==> src/rtl/highest_level_service.sv <==
// In-service priority resolver: one-hot highest-priority level in service,
// honouring the special mask and rotating priority, registered with 1-cycle latency.
module highest_level_service (
    input  logic       clock,
    input  logic       reset,
    input  logic [7:0] next_in_service_register,
    input  logic [7:0] interrupt_special_mask,
    input  logic [2:0] priority_rotate,
    output logic [7:0] highest_level_in_service
);

    localparam int unsigned LEVELS = 8;
    localparam int unsigned ROT_W  = 3;

    logic [LEVELS-1:0] masked;
    logic [LEVELS-1:0] rotated;
    logic [LEVELS-1:0] isolated;
    logic [LEVELS-1:0] restored;
    logic [ROT_W-1:0]  shift;

    function automatic logic [LEVELS-1:0] rotate_right(input logic [LEVELS-1:0] v,
                                                       input logic [ROT_W-1:0]  s);
        logic [2*LEVELS-1:0] d;
        d = {v, v} >> s;
        return d[LEVELS-1:0];
    endfunction

    function automatic logic [LEVELS-1:0] rotate_left(input logic [LEVELS-1:0] v,
                                                      input logic [ROT_W-1:0]  s);
        logic [2*LEVELS-1:0] d;
        d = {v, v} << s;
        return d[2*LEVELS-1:LEVELS];
    endfunction

    // Bring the highest-priority level to bit 0, keep the lowest set bit, rotate back.
    always_comb begin
        masked   = next_in_service_register & ~interrupt_special_mask;
        shift    = priority_rotate + ROT_W'(1);
        rotated  = rotate_right(masked, shift);
        isolated = rotated & (~rotated + LEVELS'(1));
        restored = rotate_left(isolated, shift);
    end

    always_ff @(posedge clock) begin
        if (reset) begin
            highest_level_in_service <= '0;
        end else begin
            highest_level_in_service <= restored;
        end
    end

endmodule

==> config.mk <==
export PLATFORM = sky130hd
export DESIGN_NAME = highest_level_service
export DESIGN_NICKNAME = d
export VERILOG_FILES = /design/src/rtl/highest_level_service.sv
export SDC_FILE = /design/constraint.sdc
export NUM_CORES = 1
export LEC_CHECK = 0
export BUFFER_PORTS_ARGS = -buffer_cell sky130_fd_sc_hd__buf_2
export CAP_MARGIN = 15
export CORE_MARGIN = 2
export CORE_UTILIZATION = 30
export DETAILED_ROUTE_END_ITERATION = 10
export HOLD_SLACK_MARGIN = 0.06
export MAX_ROUTING_LAYER = met4
export SLEW_MARGIN = 20
export SYNTH_ARGS = -nofsm -noshare
export SYNTH_HDL_FRONTEND = slang
export SYNTH_SLANG_ARGS = --single-unit
==> constraint.sdc <==
create_clock -name clock -period 3.3 [get_ports clock]
set_input_delay 0.165 -clock clock [delete_from_list [all_inputs] [get_ports clock]]
set_output_delay 0.165 -clock clock [all_outputs]
set_load 0.01 [all_outputs]
-- Word-level counts from Yosys, hierarchy flattened
Index checks and enable logic that the tools add are counted.
- word-level logic and storage cells: 9
- output and inout port bits: 8
- register bits after elaboration: 8
- input bits: 21
- add/subtract/negate cells: 2
- bitwise gates (word level): 4
- shifts and indexed selects: 2
- operator list (cell ; count):
    bitwise AND 8 bit ; 2
    inverter 8 bit ; 2
    << shifter 16 x 3 -> 16 bit ; 1
    >> shifter 16 x 3 -> 8 bit ; 1
    adder 8 x 1 -> 8 bit (second input constant) ; 1
    adder 3 x 1 -> 3 bit (second input constant) ; 1

-- Depth between registers and ports, before layout
Gate-level depths: netlist of run 1.
- word-level depth: 7
- depth in mapped cells: 8
- mapped depth without buffers: 8

-- Worst setup path after synthesis of run 1
No wires, ideal clock.
- path kind: input-to-reg
- from: input priority_rotate[0]
- to: register highest_level_in_service[5]
- required time: 3223 ps
- library setup time: 77 ps
- data arrival time: 2308 ps
- buffers on the path: 0
- cell stages on the path: 7
- path slack: 915 ps
- cell sequence: ha_1 -> xor2_2 -> mux4_2 -> mux2i_1 -> nand3_1 -> o32a_1 -> o22ai_1
- longest elaborated chain between the ends: 6
- ends and longest elaborated chain (item ; RTL line ; text):
    start, declared ; 8 ; input logic [2:0] priority_rotate,
    adder 3 x 1 -> 3 bit * ; 38 ; shift = priority_rotate + ROT_W'(1);
    >> shifter 16 x 3 -> 8 bit ; 24 ; d = {v, v} >> s;
    inverter 8 bit ; 40 ; isolated = rotated & (~rotated + LEVELS'(1));
    adder 8 x 1 -> 8 bit ; 40 ;
    bitwise AND 8 bit ; 40 ;
    << shifter 16 x 3 -> 16 bit * ; 31 ; d = {v, v} << s;
    end signal, assigned ; 48 ; highest_level_in_service <= restored;
    end, declared ; 9 ; output logic [7:0] highest_level_in_service
Every way passes the cells marked *; elsewhere a longest branch is shown, timed or not.
A chain may end at the register's enable or synchronous reset.

-- Worst setup path after layout of run 1
- from: input priority_rotate[0]
- to: register highest_level_in_service[4]
The elaborated chain is that of the path after synthesis.

==> results.txt, run 1 <==
RSZ-0062 raised after global routing - no
highest routed metal layer - met4
final number of hold-violating endpoints - 0
global-route usage over all layers - 0.152
number of clock sinks seen by CTS - 8
post-route fraction of the period consumed by the critical path - 0.779
final setup TNS - 0 ns
H-Tree Level Count - 1
share of synthesized area occupied by flip-flops and latches - 0.139
DRC marker count from the first detailed-route iteration - 30
largest net degree at the start of global routing - 25
clock root cell - sky130_fd_sc_hd__clkbuf_8
TritonCTS buffer count - 3
number of diodes - 0
post-synthesis cell count - 130
number of buffers on the longest clock path - 2
initial core utilization - 0.313
area enclosed by the die boundary - 0.00436 mm²
non-filler cells, final - 208
placed cells - 205
detailed-routed wire length on met3 - 180 µm
crit path DAT - 2.66 ns
count of yosys warnings during synthesis - 0
area of the placeable core - 0.00369 mm²
Routed met1 length - 1.35 mm
vias in the first global route - 1,116
fraction of layout instances using a drive strength above 1 - 0.325
mean area per synthesized cell - 8.87 µm²
area taken by flip-flops and latches - 160 µm²
Area Growth Syn to Fin - 21.4%
top register by number of flip-flops - highest_level_in_service
met2 wire len - 1.48 mm
nature of the critical path startpoint - input pin
Hold Path Cell Cnt - 3
post-cts sizing count - 0
# setup viols final - 0
wire length of the first global-routing pass - 5.13 mm
Avg WL per Cell - 14.5 µm
Critical Path Fanout Max - 10
Detailed Place HPWL - 2.48 mm
total number of vias - 1,160
worst setup path class - input pin to flip-flop
max-slew violation total from the final report - 0
hold-fix buffer count after cts - 0
max reg flops - 8
count of port buffers added during placement - 28
post-CTS setup buffer count - 0
number of search-and-repair iterations in the first detailed-routing pass - 4
Peak VDD IR - 0.116 mV
Worst Tran Pin Value - 0.590 ns
FF+latch count, synth - 8
number of nets in the layout - 184
Static Leakage - 0.553 nW
type of the tightest min-delay check - input pin to flip-flop
critical hold path startpoint - reset
final critical path time including I/O delays and setup - 2.57 ns
registers with the most flip-flops - highest_level_in_service: 8 flops
Synthesized Nets - 152
Die H - 66.0 µm
initial antenna violation count - 0
critical path capture point type - flip-flop
wire length after detailed routing - 3.02 mm
critical path data required time - 3.39 ns
die width - 66.0 µm
average via count per standard cell - 5.58
residual overflow from global routing - 0
final weighted congestion in routability-driven placement - 0.853
count of filler cells inserted in the layout - 400
status - complete, no violations
placement row count - 22
footprint of the multi-input gates - 953 µm²
Syn Std Cell Area - 0.00115 mm²
Achievable Freq - 389 MHz
sink of the worst hold path - highest_level_in_service[3]
library cells used by synthesis - 48
total DRC errors in the routed layout - 0
count of boundary I/O pins - 29
TritonCTS clock tree - built
number of max-cap violations - 0
worst slew margin relative to its limit - 0.605
CTS clk-pin slew, worst paths - 0.04 ns
residual antenna-violating net count after detailed routing - 0
power density over the cells - 328 mW/mm²
metal layers:
| metal | track usage | vias up |
|---|---|---|
| li1 | - | 575 |
| met1 | 0.196 | 534 |
| met2 | 0.263 | 49 |
| met3 | 0.0119 | 2 |
| met4 | 0.0306 | 0 |
| met5 | - | - |
cells by family (layout without fill, tap and decap cells):
logic type               count (synthesis)  in the layout  synth area share
multiplexers                            17             17             0.268
XOR/XNOR                                 3              3            0.0423
adder cells (fa/ha/maj)                  1              1            0.0108
AO/OA/AOI/OAI                           38             38             0.254
AND/OR/NAND/NOR                         54             54             0.252
buffers and inverters                    9             39            0.0347
flip-flops                               8              8             0.139
power by group:
group          internal (mW)  leakage (nW)  switching (mW)
logic                  0.105         0.467           0.135
clock network         0.0786        0.0216          0.0344
registers              0.105        0.0651         0.00150
per-stage QoR:
stage          setup slack, ns  cell area (µm²)  utilization  hold WS [ns]  total power [mW]
2_1_floorplan            0.915             1150            -         0.430             0.283
3_3_place_gp             0.617             1360        0.368         0.563             0.343
3_5_place_dp             0.515             1360        0.368         0.559             0.346
4_1_cts                  0.744             1400        0.380         0.367             0.462
5_1_grt                  0.555             1400        0.380         0.392             0.492
6_report                 0.731             1400        0.380         0.376             0.460
cell usage in the layout (no fill, tap or decap), types with 3 or more instances in the layout:
cell type and instances:
sky130_fd_sc_hd__buf_2 28, sky130_fd_sc_hd__nor2b_1 8, sky130_fd_sc_hd__nand2b_1 10, sky130_fd_sc_hd__nand2_1 8, sky130_fd_sc_hd__o22ai_1 4, sky130_fd_sc_hd__dfxtp_1 8
sky130_fd_sc_hd__nand3_1 3, sky130_fd_sc_hd__mux2i_1 5, sky130_fd_sc_hd__mux4_1 3, sky130_fd_sc_hd__o32ai_1 3, sky130_fd_sc_hd__clkbuf_8 3, sky130_fd_sc_hd__nor3_1 7
sky130_fd_sc_hd__o21ai_0 5, sky130_fd_sc_hd__mux4_2 5, sky130_fd_sc_hd__nor2_1 10, sky130_fd_sc_hd__buf_4 4
critical path, stage by stage:
cell and delay (ns):
sky130_fd_sc_hd__buf_2 0.11, sky130_fd_sc_hd__ha_1 0.26, sky130_fd_sc_hd__xnor2_2 0.52, sky130_fd_sc_hd__mux4_1 0.45
sky130_fd_sc_hd__mux2_2 0.36, sky130_fd_sc_hd__nand2_1 0.22, sky130_fd_sc_hd__nor3_1 0.08, sky130_fd_sc_hd__a211oi_1 0.34
sky130_fd_sc_hd__o22ai_1 0.15
worst max path at each step:
stage / slack (ns) / cells after the start / end / startpoint
after floorplan: 0.92 / 7 / highest_level_in_service[5] / priority_rotate[0]
after global placement: 0.62 / 9 / highest_level_in_service[4] / priority_rotate[0]
after detailed placement: 0.52 / 9 / highest_level_in_service[4] / priority_rotate[0]
after CTS: 0.74 / 9 / highest_level_in_service[4] / priority_rotate[0]
after global routing: 0.55 / 9 / highest_level_in_service[4] / priority_rotate[0]
final: 0.73 / 9 / highest_level_in_service[4] / priority_rotate[0]
cell usage after synthesis (all sizes together):
library cell / n / share of area
ha: 1 / 0.011
nor4: 1 / 0.0054
nor3b: 2 / 0.013
a32oi: 1 / 0.0076
mux2i: 7 / 0.082
clkinv: 1 / 0.0033
nand2b: 10 / 0.054
a31oi: 1 / 0.0054
nor2: 10 / 0.033
o21ba: 1 / 0.0087
dfxtp: 8 / 0.14
a211o: 1 / 0.0076
o21ai: 5 / 0.022
o31ai: 2 / 0.013
xor2: 1 / 0.014
o32a: 2 / 0.017
a21boi: 1 / 0.0065
or3: 1 / 0.0065
a22oi: 1 / 0.0065
a2111oi: 1 / 0.0076
nand2: 8 / 0.026
nor2b: 8 / 0.043
a211oi: 2 / 0.013
a21oi: 2 / 0.0087
mux4: 8 / 0.17
mux2: 2 / 0.020
nand3b: 1 / 0.0065
o211ai: 2 / 0.013
o21a: 2 / 0.013
buf: 5 / 0.022
inv: 3 / 0.0098
a32o: 2 / 0.017
a31o: 1 / 0.0076
nor3: 7 / 0.030
or3b: 1 / 0.0076
xnor2: 2 / 0.028
a21o: 1 / 0.0065
o22ai: 4 / 0.022
o32ai: 4 / 0.037
and3: 1 / 0.0054
nand3: 3 / 0.013
a41oi: 1 / 0.0076
o21bai: 1 / 0.0065
and3b: 1 / 0.0076
cell type report:
cell class | instances | area share
multi-input cells | 113 | 0.681
repair buffers | 32 | 0.122
flip-flops and latches | 8 | 0.114
well taps | 48 | 0.0429
clock buffers | 3 | 0.0295
inverters | 4 | 0.0107
No activity file was read; power rests on OpenSTA's default activity.
==> run 2, diff against run 1 <==
==> constraint.sdc (replaced) <==
create_clock -name clock -period 2.1 [get_ports clock]
set_input_delay 0.105 -clock clock [delete_from_list [all_inputs] [get_ports clock]]
set_output_delay 0.105 -clock clock [all_outputs]
set_load 0.01 [all_outputs]
==> run 2 against run 1 <==
  * Highest routed layer unchanged
  * Wire length is 23% higher
  * Die area did not move
  * Sequential share of layout area decreased by 2.5 points
  * Worst hold slack worse by 0.072 ns
  * Sequential power is 57% higher
  * Final area increased by 28%
  * Via count increased by 14%
==> results.txt, run 2 (synthesis results as in run 1) <==
status - complete, no violations (unchanged)
fraction of layout instances using a drive strength above 1 - 0.533 (was 0.325)
Die H - 66.0 µm (unchanged)
TritonCTS buffer count - 3 (unchanged)
number of diodes - 0 (unchanged)
DRC marker count from the first detailed-route iteration - 94 (was 30)
final number of hold-violating endpoints - 0 (unchanged)
residual antenna-violating net count after detailed routing - 0 (unchanged)
count of boundary I/O pins - 29 (unchanged)
Critical Path Fanout Max - 5 (was 10)
count of port buffers added during placement - 28 (unchanged)
wire length of the first global-routing pass - 6.00 mm (was 5.13 mm)
wire length after detailed routing - 3.70 mm (was 3.02 mm)
final weighted congestion in routability-driven placement - 0.933 (was 0.853)
area enclosed by the die boundary - 0.00436 mm² (unchanged)
Worst path depth - 8 (was 9)
largest net degree at the start of global routing - 15 (was 25)
Worst Tran Pin Value - 0.378 ns (was 0.590 ns)
count of filler cells inserted in the layout - 367 (was 400)
# setup viols final - 0 (unchanged)
final critical path time including I/O delays and setup - 2.09 ns
nature of the critical path startpoint - input pin (unchanged)
initial antenna violation count - 0 (unchanged)
CTS clk-pin slew, worst paths - 0.04 ns (about the same)
power density over the cells - 489 mW/mm² (was 328 mW/mm²)
max-slew violation total from the final report - 0 (unchanged)
post-route worst setup slack - 0.0119 ns (was 0.731 ns)
largest stage delay on the critical path - 0.56 ns (was 0.52 ns)
post-route fraction of the period consumed by the critical path - 0.994
number of max-cap violations - 0 (unchanged)
critical path capture point type - flip-flop (unchanged)
total number of vias - 1,322 (was 1,160)
Placement Setup Slack - -0.289 ns (was 0.515 ns)
number of buffers and inverters on the critical path - 1 (unchanged)
clock root cell - sky130_fd_sc_hd__clkbuf_8 (unchanged)
slowest library cell on the worst path - sky130_fd_sc_hd__mux4_2 (was sky130_fd_sc_hd__xnor2_2)
H-Tree Level Count - 1 (unchanged)
placed cells - 233 (was 205)
critical path data required time - 2.25 ns (was 3.39 ns)
Peak VDD IR - 0.144 mV (was 0.116 mV)
leading cell types in the layout, fill and taps excluded - sky130_fd_sc_hd__buf_4, sky130_fd_sc_hd__buf_2, sky130_fd_sc_hd__nand2b_1 (was sky130_fd_sc_hd__buf_2, sky130_fd_sc_hd__nand2b_1, sky130_fd_sc_hd__nor2_1)
Area Growth Syn to Fin - 55.3% (was 21.4%)
crit path DAT - 2.24 ns (was 2.66 ns)
worst slew margin relative to its limit - 0.747 (was 0.605)
total DRC errors in the routed layout - 0 (unchanged)
ordered cell list for the critical path - buf_8 -> ha_4 -> xnor2_4 -> mux4_2 -> o21a_1 -> a211o_1 -> o32a_1 -> o22ai_2 (was buf_2 -> ha_1 -> xnor2_2 -> mux4_1 -> mux2_2 -> nand2_1 -> nor3_1 -> a211oi_1 -> o22ai_1)
number of nets in the layout - 219 (was 184)
non-filler cells, final - 243 (was 208)
Hold Path Cell Cnt - 3 (unchanged)
Static Leakage - 0.745 nW (was 0.553 nW)
type of the tightest min-delay check - input pin to flip-flop (unchanged)
registers with the most flip-flops - highest_level_in_service: 8 flops (unchanged)
number of search-and-repair iterations in the first detailed-routing pass - 4 (unchanged)
area of the placeable core - 0.00369 mm² (unchanged)
leading cell type in the layout, fill and taps excluded - sky130_fd_sc_hd__buf_4 (was sky130_fd_sc_hd__buf_2)
TritonCTS clock tree - built (unchanged)
Detailed Place HPWL - 2.99 mm (was 2.48 mm)
global-route usage over all layers - 0.185 (was 0.152)
family of cells with the greatest summed delay on the critical path - compound AO/OA/AOI/OAI gates (was multiplexers)
max reg flops - 8 (unchanged)
highest routed metal layer - met4 (unchanged)
power after layout - 0.877 mW (was 0.460 mW)
detailed-routed wire length on met3 - 129 µm (was 180 µm)
number of clock sinks seen by CTS - 8 (unchanged)
RSZ-0062 raised after global routing - yes (was no)
residual overflow from global routing - 0 (unchanged)
vias in the first global route - 1,304 (was 1,116)
average via count per standard cell - 5.44 (was 5.58)
top register by number of flip-flops - highest_level_in_service (unchanged)
placement row count - 22 (unchanged)
initial core utilization - 0.313 (unchanged)
Achievable Freq - 479 MHz
Routed met1 length - 1.54 mm (was 1.35 mm)
met2 wire len - 1.89 mm (was 1.48 mm)
Avg WL per Cell - 15.2 µm (was 14.5 µm)
worst setup path class - input pin to flip-flop (unchanged)
die width - 66.0 µm (unchanged)
number of buffers on the longest clock path - 2 (unchanged)
-- run 2: final timing paths --
path / startpoint / to / slack, ns
worst max-delay path: priority_rotate[0] / highest_level_in_service[5] / 0.01
worst min-delay path: reset / highest_level_in_service[7] / 0.30
-- run 2: layout make-up --
cell class | instances | area, µm² | area share
inverter | 4 | 15.0 | 0.00838
clock buffer | 3 | 41.3 | 0.0230
sequential | 8 | 160 | 0.0894
timing repair buffer | 67 | 457 | 0.255
tap | 48 | 60.1 | 0.0335
multi-input combinational | 113 | 1060 | 0.591
-- run 2: per-layer routing --
layer | GRT usage | up-vias
met5 | - | -
met1 | 0.205 | 633
met4 | 0.110 | 0
met2 | 0.324 | 37
li1 | - | 642
met3 | 0.0170 | 10
-- run 2: metrics by stage --
| step | util | hold WS [ns] | TNS [ns] | instance area, µm² |
|---|---|---|---|---|
| 2_1_floorplan | - | 0.370 | -0.00788 | 1190 |
| 3_3_place_gp | 0.436 | 0.504 | -1.68 | 1610 |
| 3_5_place_dp | 0.436 | 0.502 | -1.69 | 1610 |
| 4_1_cts | 0.446 | 0.300 | 0 | 1650 |
| 5_1_grt | 0.486 | 0.315 | -0.157 | 1790 |
| 6_report | 0.486 | 0.303 | 0 | 1790 |
-- run 2: timing repair --
item / in CTS / in global routing
endpoints found under the setup margin: 2 / 8
hold buffers: 0 / 0
gates cloned: 0 / 0
setup buffers: 0 / 7
resized for setup: 1 / 22
hold endpoints to repair: 0 / 0
pin swaps: 0 / 10
-- run 2: report_power, final --
| group | switching, mW | total, mW | internal, mW | leakage [nW] |
|---|---|---|---|---|
| Combinational | 0.259 | 0.527 | 0.267 | 0.658 |
| Clock | 0.0578 | 0.182 | 0.124 | 0.0216 |
| Sequential | 0.00248 | 0.168 | 0.166 | 0.0651 |
| Total | 0.320 | 0.877 | 0.557 | 0.745 |
==> run 3, diff against run 2 <==
--- a/config.mk
+++ b/config.mk
@@ -7,11 +7,14 @@
 export LEC_CHECK = 0
 export BUFFER_PORTS_ARGS = -buffer_cell sky130_fd_sc_hd__buf_2
 export CAP_MARGIN = 15
+export CELL_PAD_IN_SITES_DETAIL_PLACEMENT = 0
+export CELL_PAD_IN_SITES_GLOBAL_PLACEMENT = 1
 export CORE_MARGIN = 2
 export CORE_UTILIZATION = 30
 export DETAILED_ROUTE_END_ITERATION = 10
 export HOLD_SLACK_MARGIN = 0.06
 export MAX_ROUTING_LAYER = met4
+export PLACE_DENSITY_LB_ADDON = 0.1
 export SLEW_MARGIN = 20
 export SYNTH_ARGS = -nofsm -noshare
 export SYNTH_HDL_FRONTEND = slang
==> run 3 against run 2 <==
  * Non-clock buffer count down 13
  * First-iteration DRC count fell by 44%
  * Flip-flop and latch count is the same
  * Cell count down 5.3%
  * Global-route usage is 2.0 points lower
  * Clock power fell by 2%
  * Die area unchanged
  * Clock-buffer cell count did not move
  * Critical path type unchanged
  * Critical endpoint unchanged
  * Highest routed layer unchanged
==> results.txt, run 3 (synthesis results as in run 1) <==
crit path DAT - 2.18 ns (was 2.24 ns)
footprint of the multi-input gates - 0.00105 mm² (was 0.00106 mm²)
post-route worst setup slack - 0.0711 ns (was 0.0119 ns)
post-route fraction of the period consumed by the critical path - 0.966 (was 0.994)
registers with the most flip-flops - highest_level_in_service: 8 flops (unchanged)
type of the tightest min-delay check - input pin to flip-flop (unchanged)
H-Tree Level Count - 1 (unchanged)
placement row count - 22 (unchanged)
slowest library cell on the worst path - sky130_fd_sc_hd__or3b_1 (was sky130_fd_sc_hd__mux4_2)
number of buffers on the longest clock path - 2 (unchanged)
count of boundary I/O pins - 29 (unchanged)
internal power component - 0.525 mW (was 0.557 mW)
CTS clk-pin slew, worst paths - 0.04 ns (about the same)
max-slew violation total from the final report - 0 (unchanged)
fraction of layout instances using a drive strength above 1 - 0.484 (was 0.533)
worst slew margin relative to its limit - 0.772 (was 0.747)
area of the placeable core - 0.00369 mm² (unchanged)
nature of the critical path startpoint - input pin (unchanged)
number of search-and-repair iterations in the first detailed-routing pass - 4 (unchanged)
critical path capture point type - flip-flop (unchanged)
global-route usage over all layers - 0.166 (was 0.185)
Die H - 66.0 µm (unchanged)
max reg flops - 8 (unchanged)
Routed met1 length - 1.48 mm (was 1.54 mm)
# setup viols final - 0 (unchanged)
vias in the first global route - 1,138 (was 1,304)
logic gate share of total power - 0.585 (was 0.601)
area enclosed by the die boundary - 0.00436 mm² (unchanged)
area taken by flip-flops and latches - 160 µm² (unchanged)
number of buffers and inverters on the critical path - 2 (was 1)
initial core utilization - 0.313 (unchanged)
Area Growth Syn to Fin - 45.8% (was 55.3%)
final weighted congestion in routability-driven placement - 0.842 (was 0.933)
residual overflow from global routing - 0 (unchanged)
TritonCTS clock tree - built (unchanged)
sw frac - 0.369 (was 0.365)
largest net degree at the start of global routing - 15 (unchanged)
power after layout - 0.833 mW (was 0.877 mW)
status - complete, no violations (unchanged)
switching power total - 0.307 mW (was 0.320 mW)
Critical Path Fanout Max - 5 (unchanged)
met2 wire len - 1.84 mm (was 1.89 mm)
residual antenna-violating net count after detailed routing - 0 (unchanged)
highest routed metal layer - met4 (unchanged)
die width - 66.0 µm (unchanged)
final critical path time including I/O delays and setup - 2.03 ns (was 2.09 ns)
critical path data required time - 2.25 ns (about the same)
Detailed Place HPWL - 2.92 mm (was 2.99 mm)
worst setup path class - input pin to flip-flop (unchanged)
Worst Tran Pin Value - 0.333 ns (was 0.378 ns)
average via count per standard cell - 5.53 (was 5.44)
initial antenna violation count - 0 (unchanged)
RSZ-0062 raised after global routing - yes (unchanged)
TritonCTS buffer count - 3 (unchanged)
Avg WL per Cell - 15.1 µm (was 15.2 µm)
register share of total power - 0.202 (was 0.192)
proportion of power drawn by the clock network - 0.213 (was 0.207)
largest stage delay on the critical path - 0.37 ns (was 0.56 ns)
DRC marker count from the first detailed-route iteration - 53 (was 94)
wire length after detailed routing - 3.47 mm (was 3.70 mm)
number of clock sinks seen by CTS - 8 (unchanged)
family of cells with the greatest summed delay on the critical path - compound AO/OA/AOI/OAI gates (unchanged)
count of filler cells inserted in the layout - 391 (was 367)
placed cells - 225 (was 233)
ordered cell list for the critical path - buf_6 -> buf_4 -> or3b_1 -> a2111oi_2 -> a31o_2 -> a31oi_2 -> a211o_1 -> o32a_1 -> o22ai_1 (was buf_8 -> ha_4 -> xnor2_4 -> mux4_2 -> o21a_1 -> a211o_1 -> o32a_1 -> o22ai_2)
leading cell types in the layout, fill and taps excluded - sky130_fd_sc_hd__buf_2, sky130_fd_sc_hd__buf_4, sky130_fd_sc_hd__nand2b_1 (was sky130_fd_sc_hd__buf_4, sky130_fd_sc_hd__buf_2, sky130_fd_sc_hd__nand2b_1)
count of port buffers added during placement - 28 (unchanged)
Placement Setup Slack - -0.218 ns (was -0.289 ns)
wire length of the first global-routing pass - 5.35 mm (was 6.00 mm)
power density over the cells - 495 mW/mm² (was 489 mW/mm²)
clock root cell - sky130_fd_sc_hd__clkbuf_8 (unchanged)
top register by number of flip-flops - highest_level_in_service (unchanged)
total number of vias - 1,272 (was 1,322)
Peak VDD IR - 0.274 mV (was 0.144 mV)
Static Leakage - 0.679 nW (was 0.745 nW)
total DRC errors in the routed layout - 0 (unchanged)
Achievable Freq - 493 MHz (was 479 MHz)
number of nets in the layout - 206 (was 219)
final number of hold-violating endpoints - 0 (unchanged)
non-filler cells, final - 230 (was 243)
final setup TNS - 0 ns (unchanged)
detailed-routed wire length on met3 - 119 µm (was 129 µm)
number of diodes - 0 (unchanged)
number of max-cap violations - 0 (unchanged)
run 3: changes by cell type in the layout (fill, tap and decap cells not counted), sizes merged:
cell / change
buf: -13
run 3: worst paths after layout:
kind / slack, ns / end / cells past startpoint / start
worst max-delay path: 0.07 / highest_level_in_service[5] / 9 / priority_rotate[0]
worst min-delay path: 0.30 / highest_level_in_service[3] / 3 / reset
run 3: power groups by stage:
stage	clock network, mW	logic [mW]	registers [mW]
2_1_floorplan	0	0.275	0.178
3_3_place_gp	0	0.446	0.170
3_5_place_dp	0	0.446	0.171
4_1_cts	0.182	0.449	0.168
5_1_grt	0.196	0.528	0.169
6_report	0.178	0.487	0.168
run 3: timing repair:
| action | CTS | global route |
|---|---|---|
| setup endpoints to repair | 2 | 8 |
| pin swaps | 0 | 4 |
| hold endpoints to repair | 0 | 0 |
| setup buffers | 0 | 2 |
| hold buffers | 0 | 0 |
| gates resized for setup | 1 | 20 |
| gates cloned | 0 | 0 |
run 3: stage by stage:
stage / hold slack [ns] / instance area, µm² / utilization
2_1_floorplan: 0.370 / 1190 / -
3_3_place_gp: 0.500 / 1550 / 0.420
3_5_place_dp: 0.503 / 1550 / 0.420
4_1_cts: 0.291 / 1590 / 0.431
5_1_grt: 0.309 / 1680 / 0.456
6_report: 0.297 / 1680 / 0.456
run 3: final cells by class:
cell class / instances / share of cell area
tap: 48 / 0.0357
clock buffer: 3 / 0.0246
timing repair buffer: 54 / 0.209
multi-input combinational: 113 / 0.626
sequential: 8 / 0.0952
inverter: 4 / 0.00893
run 3: per-layer routing:
layer,global-route usage,up-vias
li1,-,622
met4,0.0230,0
met2,0.302,32
met5,-,-
met3,0.0324,4
met1,0.194,614
